### src/rtl/cpu_if_pkg.sv
// Shared types and defaults for the CPU-interface target responder.
package cpu_if_pkg;

  typedef enum logic [2:0] {
    StIdle     = 3'd0,
    StRdWait   = 3'd1,
    StWrWait   = 3'd2,
    StComplete = 3'd3,
    StRelease  = 3'd4
  } state_e;

  localparam int unsigned DefRdWait = 2;
  localparam int unsigned DefWrWait = 1;
  localparam int unsigned CntW      = 4;

endpackage

### src/rtl/cpu_if_wait_cnt.sv
// Loadable down-counter that sets the number of wait states before completion.
module cpu_if_wait_cnt #(
  parameter int unsigned CNT_W = 4
) (
  input  logic             clk,
  input  logic             reset,
  input  logic             load,
  input  logic [CNT_W-1:0] load_val,
  input  logic             dec,
  output logic [CNT_W-1:0] value,
  output logic             zero
);

  always_ff @(posedge clk) begin
    if (reset) begin
      value <= '0;
    end else if (load) begin
      value <= load_val;
    end else if (dec && (value != '0)) begin
      value <= value - 1'b1;
    end
  end

  assign zero = (value == '0);

endmodule

### src/rtl/cpu_if_target_responder.sv
// Register-file target on a busy/complete CPU bus with programmable read/write wait states.
module cpu_if_target_responder
  import cpu_if_pkg::*;
#(
  parameter int unsigned DATA_W   = 32,
  parameter int unsigned NUM_REGS = 8,
  parameter int unsigned ADDR_W   = 4,
  parameter int unsigned RD_WAIT  = DefRdWait,
  parameter int unsigned WR_WAIT  = DefWrWait
) (
  input  logic              clk,
  input  logic              reset,
  input  logic              read_busy,
  input  logic              write_busy,
  input  logic [ADDR_W-1:0] addr,
  input  logic [DATA_W-1:0] wdata,
  output logic [DATA_W-1:0] rdata,
  output logic              access_complete,
  output logic              error,
  output logic              target_busy
);

  localparam int unsigned IdxW = (NUM_REGS > 1) ? $clog2(NUM_REGS) : 1;
  localparam logic [CntW-1:0] RdLoad = CntW'(RD_WAIT);
  localparam logic [CntW-1:0] WrLoad = CntW'(WR_WAIT);

  state_e            state_q;
  logic [ADDR_W-1:0] addr_q;
  logic [DATA_W-1:0] wdata_q;
  logic [DATA_W-1:0] regs_q [NUM_REGS];

  logic            cnt_load;
  logic [CntW-1:0] cnt_load_val;
  logic            cnt_dec;
  logic [CntW-1:0] cnt_value;
  logic            cnt_zero;
  logic            mapped;
  logic [IdxW-1:0] idx;

  assign mapped = (32'(addr_q) < 32'(NUM_REGS));
  assign idx    = addr_q[IdxW-1:0];

  always_comb begin
    cnt_load     = (state_q == StIdle) && (read_busy || write_busy);
    cnt_load_val = write_busy ? WrLoad : RdLoad;
    cnt_dec      = ((state_q == StRdWait) && read_busy) ||
                   ((state_q == StWrWait) && write_busy);
  end

  cpu_if_wait_cnt #(
    .CNT_W(CntW)
  ) u_wait_cnt (
    .clk     (clk),
    .reset   (reset),
    .load    (cnt_load),
    .load_val(cnt_load_val),
    .dec     (cnt_dec),
    .value   (cnt_value),
    .zero    (cnt_zero)
  );

  // rdata/error/access_complete default to 0 every cycle and are only raised on entry to COMPLETE.
  always_ff @(posedge clk) begin
    if (reset) begin
      state_q         <= StIdle;
      addr_q          <= '0;
      wdata_q         <= '0;
      rdata           <= '0;
      access_complete <= 1'b0;
      error           <= 1'b0;
      target_busy     <= 1'b0;
      for (int i = 0; i < NUM_REGS; i++) begin
        regs_q[i] <= '0;
      end
    end else begin
      access_complete <= 1'b0;
      rdata           <= '0;
      error           <= 1'b0;
      case (state_q)
        StIdle: begin
          if (write_busy) begin
            state_q     <= StWrWait;
            addr_q      <= addr;
            wdata_q     <= wdata;
            target_busy <= 1'b1;
          end else if (read_busy) begin
            state_q     <= StRdWait;
            addr_q      <= addr;
            target_busy <= 1'b1;
          end
        end
        StRdWait: begin
          if (!read_busy) begin
            state_q     <= StIdle;
            target_busy <= 1'b0;
          end else if (cnt_zero) begin
            state_q         <= StComplete;
            access_complete <= 1'b1;
            error           <= !mapped;
            rdata           <= mapped ? regs_q[idx] : '0;
          end
        end
        StWrWait: begin
          if (!write_busy) begin
            state_q     <= StIdle;
            target_busy <= 1'b0;
          end else if (cnt_zero) begin
            state_q         <= StComplete;
            access_complete <= 1'b1;
            error           <= !mapped;
            if (mapped) begin
              regs_q[idx] <= wdata_q;
            end
          end
        end
        StComplete: begin
          state_q <= StRelease;
        end
        StRelease: begin
          // Wait for the initiator to drop busy so a lingering request is not re-accepted.
          if (!read_busy && !write_busy) begin
            state_q     <= StIdle;
            target_busy <= 1'b0;
          end
        end
        default: begin
          state_q     <= StIdle;
          target_busy <= 1'b0;
        end
      endcase
    end
  end

  logic unused_cnt;
  assign unused_cnt = ^cnt_value;

endmodule

### config.mk
export PLATFORM = sky130hd
export DESIGN_NAME = cpu_if_target_responder
export DESIGN_NICKNAME = d
export VERILOG_FILES = /design/src/rtl/cpu_if_pkg.sv /design/src/rtl/cpu_if_wait_cnt.sv /design/src/rtl/cpu_if_target_responder.sv
export SDC_FILE = /design/constraint.sdc
export NUM_CORES = 1
export LEC_CHECK = 0
export ABC_AREA = 1
export CORE_MARGIN = 2
export CORE_UTILIZATION = 50
export CTS_BUF_LIST = sky130_fd_sc_hd__clkbuf_8
export DETAILED_ROUTE_END_ITERATION = 12
export PLACE_DENSITY = 0.68
export RECOVER_POWER = 100
export SLEW_MARGIN = 20
export SYNTH_ARGS = -nofsm -noshare
export SYNTH_HDL_FRONTEND = slang
export SYNTH_SLANG_ARGS = --single-unit
### constraint.sdc
create_clock -name clk -period 3.05 [get_ports clk]
set_clock_uncertainty 0.1 [all_clocks]
set_input_delay 0.4575 -clock clk [delete_from_list [all_inputs] [get_ports clk]]
set_output_delay 0.4575 -clock clk [all_outputs]
set_load 0.02 [all_outputs]
Yosys cells after proc, flatten, opt, wreduce, memory -nomap -nowiden. Memories as Yosys holds them, arrays and structs flattened. A register that Yosys moved wholly into a read port is not among the register bits. Index checks and enable logic that the tools add are counted.

Flip-flop bits (word level): 46. Memory bits (writable): 256. Word-level logic and storage cells: 81. Memories: 1.

Memories: regs_q (depth 8, width 32, rd ports 1, clocked after memory_dff 1, wr ports 8, line cpu_if_target_responder.sv:30) `logic [DATA_W-1:0] regs_q [NUM_REGS];`.

Add/sub/neg operators: 1. $lt $le $gt $ge: 1. Equal/unequal tests: 8. Muxes and demuxes: 37. Bitwise logic cells: 5. Reduce and logical (&&, ||, !) cells: 21.

Operators with widths (number): $mux W32 (1); $reduce_or A32 Y1 (1); $mux W3 (7); $mux W1 (20); $mux W4 (4); $pmux W3 S5 (1); $eq A3 B2 Y1 const B (2); $ne A2 B2 Y1 const B (3); $reduce_and A2 Y1 (3); $logic_and A1 B1 Y1 (5); $not A1 Y1 (5); $pmux W1 S5 (1); $reduce_and A5 Y1 (1); $reduce_or A5 Y1 (1); $logic_not A4 Y1 (1); $lt A4 B4 Y1 const B (1); $pmux W1 S2 (2); $reduce_bool A2 Y1 (2); $reduce_bool A4 Y1 (1); $sub A4 B1 Y4 const B (1); $eq A3 B1 Y1 const B (1); $eq A3 B3 Y1 const B (1); $logic_not A1 Y1 (3); $logic_not A3 Y1 (1); other kinds (3) (4).

Depth between registers and ports, before layout.
Word-level depth: 9. Gate-level depth with buffers: 9. Depth with buffers taken out: 9.

Modules after synthesis. From an unflattened synthesis, not the netlist that was laid out.

Cells, all modules: 1370. Area, all modules: 13934.6 um^2.

By module, submodules not included: cpu_if_target_responder (instances 1, cells each 1329, area each 13660.6 um^2, seq. area each 9168.8 um^2); cpu_if_wait_cnt (instances 1, cells each 41, area each 274.0 um^2, seq. area each 80.1 um^2).

Least setup slack after synthesis. No wires, ideal clock.

Kind: register to register. Start: register u_wait_cnt.value[0]. End: memory regs_q[2][0], enable pin. Setup time: 0.389 ns. Data arrival time: 2.065 ns. Data required time: 2.561 ns. Path slack: 0.495 ns. Stages on the path, launching flop included: 10. Clock period less this slack: 2.555 ns. Cells stage by stage: dfxtp_1 inv_1 ha_1 nand3_4 nor3_4 nand2_4 nor2_8 nand2_4 buf_6 nand2_1.

RTL lines: start: declaration (line cpu_if_wait_cnt.sv:10) `output logic [CNT_W-1:0] value,`; start signal: assignment (line cpu_if_wait_cnt.sv:18) `value <= load_val;`; start signal: assignment (line cpu_if_wait_cnt.sv:20) `value <= value - 1'b1;`; end: declaration (line cpu_if_target_responder.sv:30).

==> metrics.md <==
| Metric | Value |
|---|---|
| Outcome | `finished clean` |
| Final hold vios | `0` |
| Top fanout value on the critical path | `23` |
| Synth async-reset ratio | `0` |
| Worst-path clk slew | `about 0.060 ns` |
| Max-cap violation count | `0` |
| Number of flops mapped to enable cells by yosys | `about 260` |
| Fin. max-slew vios | `0` |
| Max VDD drop | `approximately 350 uV` |
| DR iter-0 viols | `roughly 920` |
| Synth Register Bits | `334` |
| Worst hold start | `target_busy` |
| CP startpoint | `u_wait_cnt.value[0]` |
| Crit path DAT | `about 2.7 ns` |
| Num CTS Buffers | `53` |
| # DRC | `0` |
| YS warnings | `0` |
| Remaining global-route overflow | `0` |
| Die width | `170.8 um` |
| Static Leakage | `about 6 nW` |
| Met2 usage | `0.3829` |
| Tightest Pin Transition | `1.253 ns` |
| GR Layer Usage met1 | `0.3022` |
| Worst Setup Start Kind | `flip-flop` |
| Pin count of the biggest net entering global routing | `130` |
| Initial antenna violation count | `0` |
| Final setup vio count | `0` |
| Net Sw Frac | `0.2682` |
| Vias | `roughly 10k` |
| Critical path class | `reg2reg` |
| Crit path capture type | `flip-flop` |
| Cell taking the most area after synthesis | `edfxtp_1` |
| Top-count cell post-synth | `nand2_1` |
| Total Routed Length | `around 33,000 um` |
| Setup TNS | `0 ns` |
| Routed Antenna Nets | `0` |
| Worst EP required | `~3.1 ns` |
| Hpwl dp | `between 15,000 and 20,000 um` |
| Clk pwr share | `0.373` |
| Grt peak-use layer | `met2` |
| Primary FF master, synth | `edfxtp_1` |
| Clk sink count | `~330` |
| Sequential area share after synthesis | `0.6651` |
| Reg2Reg Launch Point | `u_wait_cnt.value[0]` |
| Fin crit period | `approximately 2.6 ns` |
| Final cycle utilization of the critical path | `0.8426` |
| FMAX | `between 300 and 400 MHz` |
| Unrepaired setup endpoints after global routing | `false` |
| Post-Syn Instances | `between 1k and 1.5k` |
| Clock latency on the worst-skew pair | `between 0.5 and 0.6 ns` |
| Internal | `7.502 mW` |
| Synth top cells by count | `nand2_1, nor2_1, edfxtp_1` |
| Post-CTS sizing | `0` |
| Max Root-Sink Buffers | `3` |
| GPL Wtd Cong | `about 0.77` |
| Synth area leaders | `edfxtp_1, dfxtp_1, nand2_1` |
| Nets | `about 1.5k` |
| Starting Density | `0.5047` |
| Worst rel slew slack | `0.1649` |
| Sequential share of power | `0.505` |
| Fill count | `around 2.4k` |
| IO Port Bufs | `between 70 and 80` |
| Die area | `between 20,000 and 30,000 sq um` |
| Via density per instance | `5.371` |
| Worst hold path type | `reg2reg` |
| Synth-to-Final Area Change | `13.69%` |
| Synthesized area per cell | `just over 10 sq um` |
| Post-Place Setup Slack | `0.4402 ns` |
| GRT Util Overall | `0.2319` |
| CORE AREA | `27,550 sq um` |
| Cell variety after synth | `25` |
| Power Dens Cells | `648.4 nW/um^2` |
| Synth Cell Area | `13,910 sq um` |
| Post-CTS setup buffer count | `0` |
| Yosys top cell area share | `0.5528` |
| Chip height | `~170 um` |
| H-tree depth | `2` |
| Combinational power share | `0.122` |
| Syn_nets | `~1.4k` |
| # diodes | `0` |
| First-pass GRT wire length | `51,940 um` |
| DRT Pass-1 Iters | `5` |
| Met3 Use GR | `0.03886` |
| DR WL/cell | `roughly 18 um` |
| TritonCTS clock tree | `yes` |
| Hold Buf Count CTS | `0` |
| Clk Tree Root Cell | `clkbuf_8` |
| Share of cells above drive strength 1 | `0.08215` |
| Sw Pwr | `~2.7 mW` |
| Cell row count | `between 60 and 70` |
| Setup ws final | `just under 0.5 ns` |
| IO Count | `75` |
| Vias in the first global route | `roughly 9.9k` |
worst paths after layout:
path	end	slack (ns)	cells past startpoint
setup / recovery	regs_q[2][17]	0.48	9
hold / removal	target_busy	0.36	2
setup reg to reg	regs_q[2][17]	0.48	9
hold reg to reg	target_busy	0.36	2
layer usage:
metal  share of wire  routed length (um)
met4           0.035                1155
met5               0                   0
met2            0.48               15900
met1            0.42               13940
met3           0.067                2241
metrics by stage:
stage	power (mW)	hold slack (ns)	util	cell area [sq um]	instances
detailed placement	6.536	0.3572	0.5390	14850	1766
finish	10.25	0.3632	0.5738	15810	1863
CTS	10.33	0.3655	0.5784	15940	1863
global placement	6.510	0.3489	0.5390	14850	1766
global route	10.64	0.3988	0.5738	15810	1863
floorplan	6.109	0.3702	-	13910	1369
cells by family after synthesis:
| kind of cell | share of synthesized area |
|---|---|
| xor+xnor | 0.0006300 |
| fa+ha+maj | 0.001799 |
| buf+inv | 0.05498 |
| flops | 0.6651 |
| simple gates | 0.1688 |
| compound gates | 0.1087 |
worst max-delay path: stages (launching register included):
cell and delay [ns]:
dfxtp_1 0.30, inv_1 0.13, ha_1 0.21, nand3_4 0.14, nor3_4 0.20, nand2_4 0.13, nor2_8 0.13, nand2_1 0.08
nand2_1 0.08, clkbuf_2 0.66
sequential cells by signal, indices dropped and copies added (netlist names):
name	count
error	1
u_wait_cnt.value	4
wdata_q	32
regs_q	256
state_q	3
addr_q	4
rdata	32
target_busy	1
access_complete	1
layout make-up:
| type | count | area (sq um) | area share |
|---|---|---|---|
| Sequential cell | 334 | 9254 | 0.5854 |
| Tap cell | 378 | 473.0 | 0.02992 |
| Multi-Input combinational cell | 891 | 3845 | 0.2432 |
| Inverter | 54 | 203.9 | 0.01290 |
| Timing Repair Buffer | 109 | 949.7 | 0.06007 |
| Clock buffer | 65 | 894.6 | 0.05659 |
| Clock inverter | 32 | 188.9 | 0.01195 |
power groups by stage:
stage                     logic (mW)  registers (mW)  clock network [mW]
after floorplan                0.860            5.25                   0
after global placement          1.24            5.27                   0
after detailed placement        1.26            5.27                   0
after CTS                       1.27            5.18                3.88
after global routing            1.38            5.20                4.06
final                           1.25            5.18                3.82
cell usage in the layout (no fill, tap or decap), types with 3 or more instances in the layout:
cell type and n:
nand2_1 298, nor2_1 270, edfxtp_1 256, a21oi_1 201, o21ai_0 101, dfxtp_1 76, clkbuf_8 65, clkdlybuf4s50_1 38
clkinv_1 36, dlygate4sd3_1 36, inv_1 34, clkbuf_2 19, clkinv_2 11, buf_4 9, nand3_1 5, clkbuf_1 5
nand2_4 3
Power figures use the tool's default switching activity.
==> RTL change: new RTL, same settings <==
Put one more register stage on the output `error`, without a reset. The value now appears one clock later. The other outputs are not delayed to match. Comments in the files are not updated.
--- a/src/rtl/cpu_if_target_responder.sv
+++ b/src/rtl/cpu_if_target_responder.sv
@@ -25,2 +25,4 @@
   localparam logic [CntW-1:0] WrLoad = CntW'(WR_WAIT);
+
+  logic error_s0;
 
@@ -69,3 +71,3 @@
       access_complete <= 1'b0;
-      error           <= 1'b0;
+      error_s0        <= 1'b0;
       target_busy     <= 1'b0;
@@ -77,3 +79,3 @@
       rdata           <= '0;
-      error           <= 1'b0;
+      error_s0        <= 1'b0;
       case (state_q)
@@ -98,3 +100,3 @@
             access_complete <= 1'b1;
-            error           <= !mapped;
+            error_s0        <= !mapped;
             rdata           <= mapped ? regs_q[idx] : '0;
@@ -109,3 +111,3 @@
             access_complete <= 1'b1;
-            error           <= !mapped;
+            error_s0        <= !mapped;
             if (mapped) begin
@@ -136,2 +138,6 @@
 
+  always_ff @(posedge clk) begin
+    error <= error_s0;
+  end
+
 endmodule
Formal check against the unedited RTL: not equivalent (a bounded check fails within 4 cycles, from zero or initial values and one cycle with reset high).
==> RTL change against the original RTL <==
- worst setup slack improved by 0.11 ns
- synthesized area decreased by 1.8%
- sequential cell count up 1
- utilization is 0.58 points higher
- routed wire length decreased by 5.2%
- count of clock-buffer cells in the layout fell by 5
- non-clock buffer count fell by 3
- cell area decreased by 1.5%
- combinational power grew 6%
- power is 1.2% higher
- largest power group unchanged
==> RTL change: results (changes against the original RTL) <==
placed cells=1591 (was 1766); Worst Tran Pin Value=0.950 ns (was 1.25 ns); Hold WC Path Type=flip-flop to flip-flop (unchanged); Post-DP HPWL=18.2 mm (about the same); count of different cell masters after synthesis=28 (was 25); synth cell count leaders=394 x nor2_1, 256 x edfxtp_1, 118 x o21ai_0 (was 292 x nand2_1, 269 x nor2_1, 256 x edfxtp_1); Post-CTS Resized=0 (unchanged); CP max FO=32 (was 23); All-Layer GR Usage=22.2% (was 23.2%); Inserted Diodes=0 (unchanged); dpl ws=0.512 ns (was 0.440 ns); initial antenna violation count=0 (unchanged); Syn Nets=1266 (was 1411); GP Congestion=0.798 (was 0.766); first-pass GRT wire length=49.2 mm (was 51.9 mm); Leakage Power=6.14 nW (was 5.83 nW); vias per cell=5.47 (was 5.37); Antenna Violating Nets Remaining=0 (unchanged); layout cell share with drive strength beyond 1=8.68% (was 8.22%); Cell Count, Final, Fillers Out=1689 (was 1863); H-tree depth=2 (unchanged); max incr delay on CP=0.73 ns (was 0.66 ns); Root Buffer=clkbuf_8 (unchanged); fillers=2236 (was 2408); largest registers=regs_q (256), rdata (32), wdata_q (32) (unchanged); cts bufs inserted=53 (unchanged); sequential share of the synthesized area=67.9% (was 66.5%); top post-synthesis cells by area=edfxtp_1 56%, dfxtp_1 12%, nor2_1 11% (was edfxtp_1 55%, dfxtp_1 11%, nand2_1 7.9%); Worst-Skew Late Latency=around 0.58 ns; peak supply drop=0.480 mV (was 0.348 mV); syn avg cell area=11.2 um^2 (was 10.2 um^2); PortBufs=74 (unchanged); Synth Warn #=0 (unchanged); prevailing post-synth register cell=edfxtp_1 (unchanged); status=finished, final reports clean (unchanged); vias in the first global route=9167 (was 9938); Detailed Routing Iterations Pass 1=5 (unchanged); WL per Instance=18.7 um (was 17.8 um); iteration-0 DRC count of the detailed router=939 (was 922)
[RTL change: changes by cell type in the layout (fill, tap and decap cells not counted), moves of 5 or more]
cell      change
o21ai_0      +32
o21ba_1      +32
o21ai_1      +31
o22ai_1      +64
a21oi_1     -159
nand2_1     -260
nor2_1      +124
clkinv_2      -6
clkbuf_8      -5
[RTL change: cells by family after synthesis]
family	after synthesis	share of synthesized area, %
buf+inv	129	5.27
simple gates	454	13.7
flops	335	67.9
fa+ha+maj	2	0.183
compound gates	303	12.9
xor+xnor	1	0.0641
[RTL change: worst max-delay path, delay by kind of cell (launching register included)]
kind          cells  cell delay (ns)
buf+inv           2             0.81
simple gates      6             0.68
flops             1             0.36
fa+ha+maj         1             0.20
[RTL change: layout make-up]
cell class              count  area share, %
clock buffers              60           5.30
repair buffers            106           6.27
clock inverters            38           1.69
multi-input cells         760           23.3
flip-flops and latches    335           59.5
inverters                  49           1.20
well taps                 341           2.74
[RTL change: final timing paths]
kind | startpoint | endpoint | slack [ns] | cells past startpoint
max reg2reg | u_wait_cnt.value[0]$_SDFFE_PP0P_ | regs_q[7][28]$_SDFFCE_PN0P_ | 0.59 | 9
max | u_wait_cnt.value[0]$_SDFFE_PP0P_ | regs_q[7][28]$_SDFFCE_PN0P_ | 0.59 | 9
min reg2reg | error_s0$_SDFF_PP0_ | error$_DFF_P_ | 0.23 | 0
min | error_s0$_SDFF_PP0_ | error$_DFF_P_ | 0.23 | 0
[RTL change: power breakdown]
part	total [mW]	switching (mW)	internal [mW]
Combinational	1.33	0.956	0.376
Clock	3.85	1.71	2.13
Sequential	5.19	0.0808	5.11
Total	10.4	2.75	7.62
[RTL change: layer usage]
metal  track usage (%)  wire [um]  up-vias
met1              29.7      13200     4432
li1                  -          -     4406
met3              3.85       2290       54
met2              37.1      15400      353
met4              7.47        538        0
met5                 0          0        -
[RTL change: per-stage QoR]
stage	total power, mW	cell area (um^2)
final	10.4	15600
after global routing	10.8	15600
after CTS	10.5	15700
after detailed placement	6.65	14600
after global placement	6.62	14600
after floorplan	6.21	13700
